File: config.mk
export PLATFORM = sky130hd
export DESIGN_NAME = ysyx_24100005_mem_arbiter
export DESIGN_NICKNAME = d
export VERILOG_FILES = /design/src/rtl/ysyx_24100005_mem_arbiter.sv
export SDC_FILE = /design/constraint.sdc
export NUM_CORES = 1
export LEC_CHECK = 0
export CORE_MARGIN = 2
export CORE_UTILIZATION = 35
export DETAILED_ROUTE_END_ITERATION = 8
export GPL_ROUTABILITY_DRIVEN = 0
export PLACE_DENSITY = 0.85
export SYNTH_ARGS = -nofsm -noshare
export SYNTH_HDL_FRONTEND = slang
export SYNTH_SLANG_ARGS = --single-unit
File: constraint.sdc
create_clock -name clk -period 2 [get_ports clk]
set_input_delay 0.3 -clock clk [delete_from_list [all_inputs] [get_ports clk]]
set_output_delay 0.3 -clock clk [all_outputs]
set_load 0.1 [all_outputs]
File: src/rtl/ysyx_24100005_mem_arbiter.sv
// Two-master arbiter (IFU fetch, LSU load/store) onto one shared memory port.
// One transaction in flight; LSU has priority, bounded by an anti-starvation streak.
module ysyx_24100005_mem_arbiter #(
  parameter int MAX_LSU_STREAK = 4
) (
  input  logic        clk,
  input  logic        rst,
  input  logic        ifu_req_valid,
  output logic        ifu_req_ready,
  input  logic [31:0] ifu_raddr,
  output logic        ifu_resp_valid,
  output logic [31:0] ifu_rdata,
  input  logic        lsu_req_valid,
  output logic        lsu_req_ready,
  input  logic [31:0] lsu_addr,
  input  logic        lsu_wen,
  input  logic [31:0] lsu_wdata,
  input  logic [7:0]  lsu_wmask,
  output logic        lsu_resp_valid,
  output logic [31:0] lsu_rdata,
  output logic        mem_req_valid,
  input  logic        mem_req_ready,
  output logic [31:0] mem_addr,
  output logic        mem_wen,
  output logic [31:0] mem_wdata,
  output logic [7:0]  mem_wmask,
  input  logic        mem_resp_valid,
  input  logic [31:0] mem_rdata
);
  typedef enum logic [1:0] {IDLE, REQ, WAIT} state_t;

  localparam logic [2:0] MAX_S = 3'(MAX_LSU_STREAK);

  state_t      state_q, state_d;
  logic        owner_lsu_q;
  logic [2:0]  streak_q;
  logic [31:0] addr_q, wdata_q;
  logic        wen_q;
  logic [7:0]  wmask_q;
  logic        lsu_win, ifu_win;

  // IFU takes the slot once LSU has used up its streak while IFU was waiting
  assign lsu_win = lsu_req_valid && !(ifu_req_valid && streak_q == MAX_S);
  assign ifu_win = ifu_req_valid && !lsu_win;

  assign mem_addr  = addr_q;
  assign mem_wen   = wen_q;
  assign mem_wdata = wdata_q;
  assign mem_wmask = wmask_q;

  always_comb begin
    state_d        = state_q;
    ifu_req_ready  = 1'b0;
    lsu_req_ready  = 1'b0;
    mem_req_valid  = 1'b0;
    ifu_resp_valid = 1'b0;
    lsu_resp_valid = 1'b0;
    ifu_rdata      = 32'h0;
    lsu_rdata      = 32'h0;
    case (state_q)
      IDLE: begin
        lsu_req_ready = lsu_win;
        ifu_req_ready = ifu_win;
        if (lsu_win || ifu_win) state_d = REQ;
      end
      REQ: begin
        mem_req_valid = 1'b1;
        if (mem_req_ready) state_d = WAIT;
      end
      WAIT: begin
        if (mem_resp_valid) begin
          if (owner_lsu_q) begin
            lsu_resp_valid = 1'b1;
            lsu_rdata      = mem_rdata;
          end else begin
            ifu_resp_valid = 1'b1;
            ifu_rdata      = mem_rdata;
          end
          state_d = IDLE;
        end
      end
      default: state_d = IDLE;
    endcase
    // reset silences every handshake, including a response landing this cycle
    if (rst) begin
      state_d        = IDLE;
      ifu_req_ready  = 1'b0;
      lsu_req_ready  = 1'b0;
      mem_req_valid  = 1'b0;
      ifu_resp_valid = 1'b0;
      lsu_resp_valid = 1'b0;
      ifu_rdata      = 32'h0;
      lsu_rdata      = 32'h0;
    end
  end

  always_ff @(posedge clk) begin
    if (rst) begin
      state_q     <= IDLE;
      owner_lsu_q <= 1'b0;
      streak_q    <= 3'd0;
      addr_q      <= 32'h0;
      wen_q       <= 1'b0;
      wdata_q     <= 32'h0;
      wmask_q     <= 8'h0;
    end else begin
      state_q <= state_d;
      if (state_q == IDLE) begin
        if (lsu_win) begin
          owner_lsu_q <= 1'b1;
          addr_q      <= lsu_addr;
          wen_q       <= lsu_wen;
          wdata_q     <= lsu_wdata;
          wmask_q     <= lsu_wmask;
          if (!ifu_req_valid)        streak_q <= 3'd0;
          else if (streak_q != MAX_S) streak_q <= streak_q + 3'd1;
        end else if (ifu_win) begin
          owner_lsu_q <= 1'b0;
          addr_q      <= ifu_raddr;
          wen_q       <= 1'b0;
          wdata_q     <= 32'h0;
          wmask_q     <= 8'h0;
          streak_q    <= 3'd0;
        end else begin
          streak_q <= 3'd0;
        end
      end
    end
  end
endmodule

==> results of run 1 <==
==> cell type report <==
type	count	area, sq um	area share
sequential	79	1590	0.200
clock buffer	10	229	0.0288
tap	140	175	0.0221
multi-input combinational	353	2280	0.287
inverter	4	15.0	0.00189
clock inverter	6	93.8	0.0118
timing repair buffer	305	3560	0.448
==> stage by stage <==
stage / instances / hold WS [ns] / setup WS, ns
floorplan: 499 / 0.463 / -0.190
global placement: 876 / 0.459 / -0.0429
detailed placement: 876 / 0.465 / -0.0896
CTS: 894 / 0.445 / -0.000498
global route: 897 / 0.495 / -0.0311
finish: 897 / 0.474 / 0.0257
==> worst register-to-register path, stage by stage (launching register included) <==
cell      delay (ns)
dfxtp_4         0.36
buf_4           0.15
or2_1           0.32
nor2_4          0.65
a311oi_1        0.24
==> flip-flops by register name, summed over array words and instances (netlist names) <==
register and count:
mem_wen 1, mem_wdata 32, mem_addr 32, state_q 2
mem_wmask 8, owner_lsu_q 1, streak_q 3
==> power by group <==
part	switching, W	total, W	internal [W]
Sequential	0.0000784	0.00179	0.00171
Clock	0.000668	0.00177	0.00110
Combinational	0.00148	0.00210	0.000621
==> final timing paths <==
kind | startpoint | to | slack (ns) | cells after the start
hold / removal | mem_wdata[10] | mem_wdata[10] | 0.47 | 2
hold reg to reg | mem_wdata[10] | mem_wdata[10] | 0.47 | 2
setup / recovery | state_q[0] | ifu_rdata[23] | 0.03 | 5
setup reg to reg | state_q[1] | mem_addr[28] | 0.11 | 4
==> cells in the mapped netlist <==
master	n	area, sq um
a211oi_1	1	7.51
a21oi_1	77	385
a311oi_1	28	245
a311oi_2	4	60.1
a31oi_1	1	6.26
and2_1	64	400
and3_4	1	11.3
buf_1	3	11.3
buf_2	21	105
buf_4	2	15.0
clkbuf_1	35	131
clkbuf_2	2	10.0
dfxtp_1	79	1580
ha_1	2	25.0
inv_1	4	15.0
nand2_1	5	18.8
nand3_1	36	180
nand3b_1	2	15.0
nand4_1	41	257
nand4bb_1	1	11.3
nor2_1	5	18.8
nor2_2	1	6.26
nor2_4	2	22.5
nor3b_1	2	15.0
nor4b_1	1	8.76
o21ai_0	74	370
o32ai_1	1	8.76
or2_1	1	6.26
or2_2	1	6.26
or3_1	1	6.26
or4_1	1	7.51
==> metal layers <==
layer	track usage	vias to the layer above	part of all wire
li1	-	2343	-
met1	0.316	2419	0.38
met2	0.482	290	0.52
met3	0.0505	39	0.070
met4	0.0983	0	0.031
met5	0	-	0
==> cells by family after synthesis <==
logic type	after synthesis	share of synthesized area
AND/OR/NAND/NOR	165	0.250
adder cells (fa/ha/maj)	2	0.00630
flip-flops	79	0.398
buffers and inverters	67	0.0725
AO/OA/AOI/OAI	186	0.273
==> what timing repair did <==
item,in CTS,in global routing
setup endpoints to repair,67,38
setup buffers,1,3
cloned,1,0
gates resized for setup,12,16
pin swaps,1,2
==> impl_metrics.env, run 1 <==
export IMPL_cts_tree="built"
export IMPL_finalSetupViolCount=0
export IMPL_yosys_register_bits=79
export IMPL_routed_via_density=5.68
export IMPL_slew_viol_final=0
export IMPL_ios=285
export IMPL_drt_total_wl_mm=17.5
export IMPL_via_count=5091
export IMPL_fillerInstances=787
export IMPL_layout_commonest_cell="clkdlybuf4s50_1"
export IMPL_start_util=0.363
export IMPL_outcome="finished clean"
export IMPL_coreArea_sq_mm=0.0109
export IMPL_die_h_um=110
export IMPL_antenna_found_initial=0
export IMPL_critPathTopFamily="simple AND/OR/NAND/NOR gates"
export IMPL_utilization=0.726
export IMPL_nNetsFinal=897
export IMPL_cts_max_path_buffers=2
export IMPL_p_total_w=0.00566
export IMPL_rows=38
export IMPL_numClockSinks=79
export IMPL_cts_hold_buf=0
export IMPL_dieArea_sq_mm=0.0122
export IMPL_clockRootBuffer="clkbuf_16"
export IMPL_dpl_cell_area_sq_mm=0.00749
export IMPL_drv_cap=0
export IMPL_io_buffer_count=284
export IMPL_fmax_mhz=507
export IMPL_syn_inst=499
export IMPL_max_vdd_ir_drop_v=0.000587
export IMPL_drt_pass1_iterations=5
export IMPL_syn2layout_area_growth_pct=100
export IMPL_drc=0
export IMPL_cts_buffers=9
export IMPL_path_cells="nand4bb_4 > nor2_4 > bufbuf_16 > and2_2 > buf_12"
export IMPL_syn_cell_area_sq_mm=0.00397
export IMPL_synthesis_nets=644
export IMPL_final_period_utilization=0.987
export IMPL_powerDensity_mw_per_mm2=713
export IMPL_min_period_ns=1.97
export IMPL_synth_cell_type_count=31
export IMPL_required_ns=1.70
export IMPL_drtIter0Drc=445
export IMPL_stdcell_area_sq_mm=0.00794
export IMPL_arrival_ns=1.67
export IMPL_tns_ns=0
export IMPL_cp_end_kind="output pin"
export IMPL_antennaDiodeCount=0
export IMPL_rsz0062_at_grt="true"
export IMPL_cp_num_buf_inv=2
export IMPL_yosysWarnings=0
export IMPL_start_kind="flip-flop"
export IMPL_final_antenna_net_count=0
export IMPL_grt_first_pass_wirelength_mm=26.9
export IMPL_htreeDepth=3
export IMPL_hpwlAfterDp_mm=12.7
export IMPL_final_hold_viol_count=0
export IMPL_power_leakage_nw=3.09
export IMPL_final_cell_mix="clkdlybuf4s50_1 (139), buf_4 (90), a21oi_1 (77), dfxtp_1 (77), o21ai_0 (74)"
export IMPL_worst_slew_pin_slew_ns=0.931
export IMPL_max_stage_delay_ns=0.34
export IMPL_grt_pass1_vias=4971
export IMPL_die_w_um=110
export IMPL_clk_pin_slew_ns=0.06
export IMPL_ys_seq_area_frac=0.398
export IMPL_clock_latency_ns=0.33
export IMPL_grt_start_max_net_pins=84
export IMPL_critPathSlowestCell="dfxtp_4"
export IMPL_path_class="reg -> out"
export IMPL_worstPathMaxFanout=16
export IMPL_final_layout_size_suffix_gt1_frac=0.343
export IMPL_skew_ns=0.00694
export IMPL_track_usage=0.268
export IMPL_relSlewSlack=0.379
export IMPL_wl_per_cell_um=19.5
export IMPL_syn_avg_cell_area_sq_um=7.95
export IMPL_min_path_type="reg -> reg"
export IMPL_globalRouteOverflowTotal=0
No activity file was read; power rests on OpenSTA's default activity.
==> inputs of run 2 (changes only) <==
--- a/config.mk
+++ b/config.mk
@@ -9,6 +9,7 @@
 export CORE_UTILIZATION = 35
 export DETAILED_ROUTE_END_ITERATION = 8
 export GPL_ROUTABILITY_DRIVEN = 0
+export MAX_ROUTING_LAYER = met4
 export PLACE_DENSITY = 0.85
 export SYNTH_ARGS = -nofsm -noshare
 export SYNTH_HDL_FRONTEND = slang
==> run 2 against run 1 <==
  * Final area unchanged
  * Count of clock-buffer cells in the layout unchanged
  * Critical path type unchanged
  * Critical path depth is the same
  * Die area stayed put
  * Setup slack worse by 0.0026 ns
  * Highest routed layer unchanged
  * Register-to-register slack hardly changed
  * Largest cell class unchanged
  * Global-route usage grew 0.78 points
  * Critical endpoint unchanged
  * Clock power is essentially flat
==> impl_metrics.env, run 2 (same netlist as run 1, synthesis figures left out) <==
export IMPL_worst_slew_pin_slew_ns=0.936
export IMPL_drtIter0Drc=449
export IMPL_finalSetupViolCount=0
export IMPL_max_vdd_ir_drop_v=0.000593
export IMPL_relSlewSlack=0.376
export IMPL_timing_rr_start="state_q[1]"
export IMPL_start_util=0.363
export IMPL_clock_latency_ns=0.33
export IMPL_dr_wl_met3_um=999
export IMPL_drv_cap=0
export IMPL_cts_max_path_buffers=2
export IMPL_final_cell_mix="clkdlybuf4s50_1 (139), buf_4 (90), a21oi_1 (77), dfxtp_1 (77), o21ai_0 (74)"
export IMPL_drt_total_wl_mm=17.5
export IMPL_grt_pass1_vias=4970
export IMPL_ios=285
export IMPL_critPathSlowestCell="dfxtp_4"
export IMPL_reg2regPathDepth=4
export IMPL_final_layout_size_suffix_gt1_frac=0.343
export IMPL_dp_cells=876
export IMPL_clockRootBuffer="clkbuf_16"
export IMPL_cp_end_kind="output pin"
export IMPL_final_hold_viol_count=0
export IMPL_die_w_um=110
export IMPL_htreeDepth=3
export IMPL_hold_slack_ns=0.470
export IMPL_whs_path_depth=4
export IMPL_min_period_ns=1.98
export IMPL_final_period_utilization=0.988
export IMPL_skew_ns=0.00900
export IMPL_die_h_um=110
export IMPL_cts_buffers=9
export IMPL_antennaDiodeCount=0
export IMPL_antenna_found_initial=0
export IMPL_rsz0062_at_grt="true"
export IMPL_final_cells=897
export IMPL_tns_ns=0
export IMPL_critPathTopFamily="simple AND/OR/NAND/NOR gates"
export IMPL_via_count=5023
export IMPL_nNetsFinal=897
export IMPL_path_class="reg -> out"
export IMPL_routed_via_density=5.60
export IMPL_fmax_mhz=506
export IMPL_rrSetupSlack_ns=0.10
export IMPL_place_ws_ns=-0.0896
export IMPL_path_cells="nand4bb_4 > nor2_4 > bufbuf_16 > and2_2 > buf_12"
export IMPL_grt_first_pass_wirelength_mm=26.9
export IMPL_wl_met1_mm=6.91
export IMPL_hpwlAfterDp_mm=12.7
export IMPL_setup_ws_ns=0.0231
export IMPL_top_layer="met4"
export IMPL_slew_viol_final=0
export IMPL_powerDensity_mw_per_mm2=714
export IMPL_power_leakage_nw=3.09
export IMPL_hold_start="mem_resp_valid"
export IMPL_rows=38
export IMPL_syn2layout_area_growth_pct=100
export IMPL_wl_per_cell_um=19.5
export IMPL_cts_hold_buf=0
export IMPL_cp_num_buf_inv=2
export IMPL_whs_endpoint="state_q[1]"
export IMPL_grt_start_max_net_pins=84
export IMPL_drt_pass1_iterations=5
export IMPL_clk_pin_slew_ns=0.06
export IMPL_reg2reg_to="mem_addr[28]"
export IMPL_dieArea_sq_mm=0.0122
export IMPL_arrival_ns=1.68
export IMPL_globalRouteOverflowTotal=0
export IMPL_final_antenna_net_count=0
export IMPL_io_buffer_count=284
export IMPL_required_ns=1.70
export IMPL_outcome="finished clean"
export IMPL_drc=0
export IMPL_wl_met2_mm=9.08
export IMPL_numClockSinks=79
export IMPL_start_kind="flip-flop"
export IMPL_worstPathMaxFanout=16
export IMPL_coreArea_sq_mm=0.0109
export IMPL_track_usage=0.276
export IMPL_cts_tree="built"
export IMPL_min_path_type="in -> reg"
export IMPL_p_total_w=0.00567
export IMPL_layout_commonest_cell="clkdlybuf4s50_1"
export IMPL_max_stage_delay_ns=0.34
==> run 2: cell counts in the layout (fill, tap and decap cells not counted) <==
No cell type changed its count.
==> run 2: routing by layer <==
| metal | global-route usage | up-vias |
|---|---|---|
| li1 | - | 2344 |
| met1 | 0.322 | 2397 |
| met2 | 0.485 | 248 |
| met3 | 0.0423 | 34 |
| met4 | 0.0917 | 0 |
| met5 | - | - |
==> run 2: how the worst max path moves through the flow <==
stage                   start            end  slack (ns)  cells past startpoint
2_1_floorplan     streak_q[0]  ifu_req_ready       -0.19                      6
3_3_place_gp   mem_resp_valid  lsu_rdata[17]       -0.04                      6
3_5_place_dp    ifu_req_valid   mem_addr[28]       -0.09                      5
4_1_cts            state_q[0]  ifu_rdata[24]     -0.0005                      5
5_1_grt            state_q[0]  ifu_rdata[23]       -0.03                      5
6_report           state_q[0]  ifu_rdata[23]        0.02                      5
==> run 2: per-stage QoR <==
step / instance area, sq um / utilization
global route: 7940 / 0.726
CTS: 7890 / 0.722
floorplan: 4080 / -
detailed placement: 7490 / 0.685
global placement: 7490 / 0.685
finish: 7940 / 0.726
==> run 2: final cells by class <==
type	count	area [sq um]
flip-flops and latches	79	1590
clock buffers	10	229
clock inverters	6	93.8
well taps	140	175
inverters	4	15.0
repair buffers	305	3560
fillers	790	2990
multi-input cells	353	2280
==> run 2: tightest hold or removal path: stages <==
cell and delay, ns:
dlygate4sd2_1 0.28, nor2_1 0.06, nand2_1 0.06, a21oi_1 0.05
==> run 2: power by group <==
part	internal (W)	total, W	switching [W]
Sequential	0.00171	0.00179	0.0000776
Combinational	0.000621	0.00210	0.00148
Clock	0.00110	0.00178	0.000674
==> run 2: timing repair <==
action                     4_1_cts  5_1_grt
setup buffers                    1        3
cloned                           1        0
resized for setup               12       16
pin swaps                        1        2
setup endpoints to repair       67       36
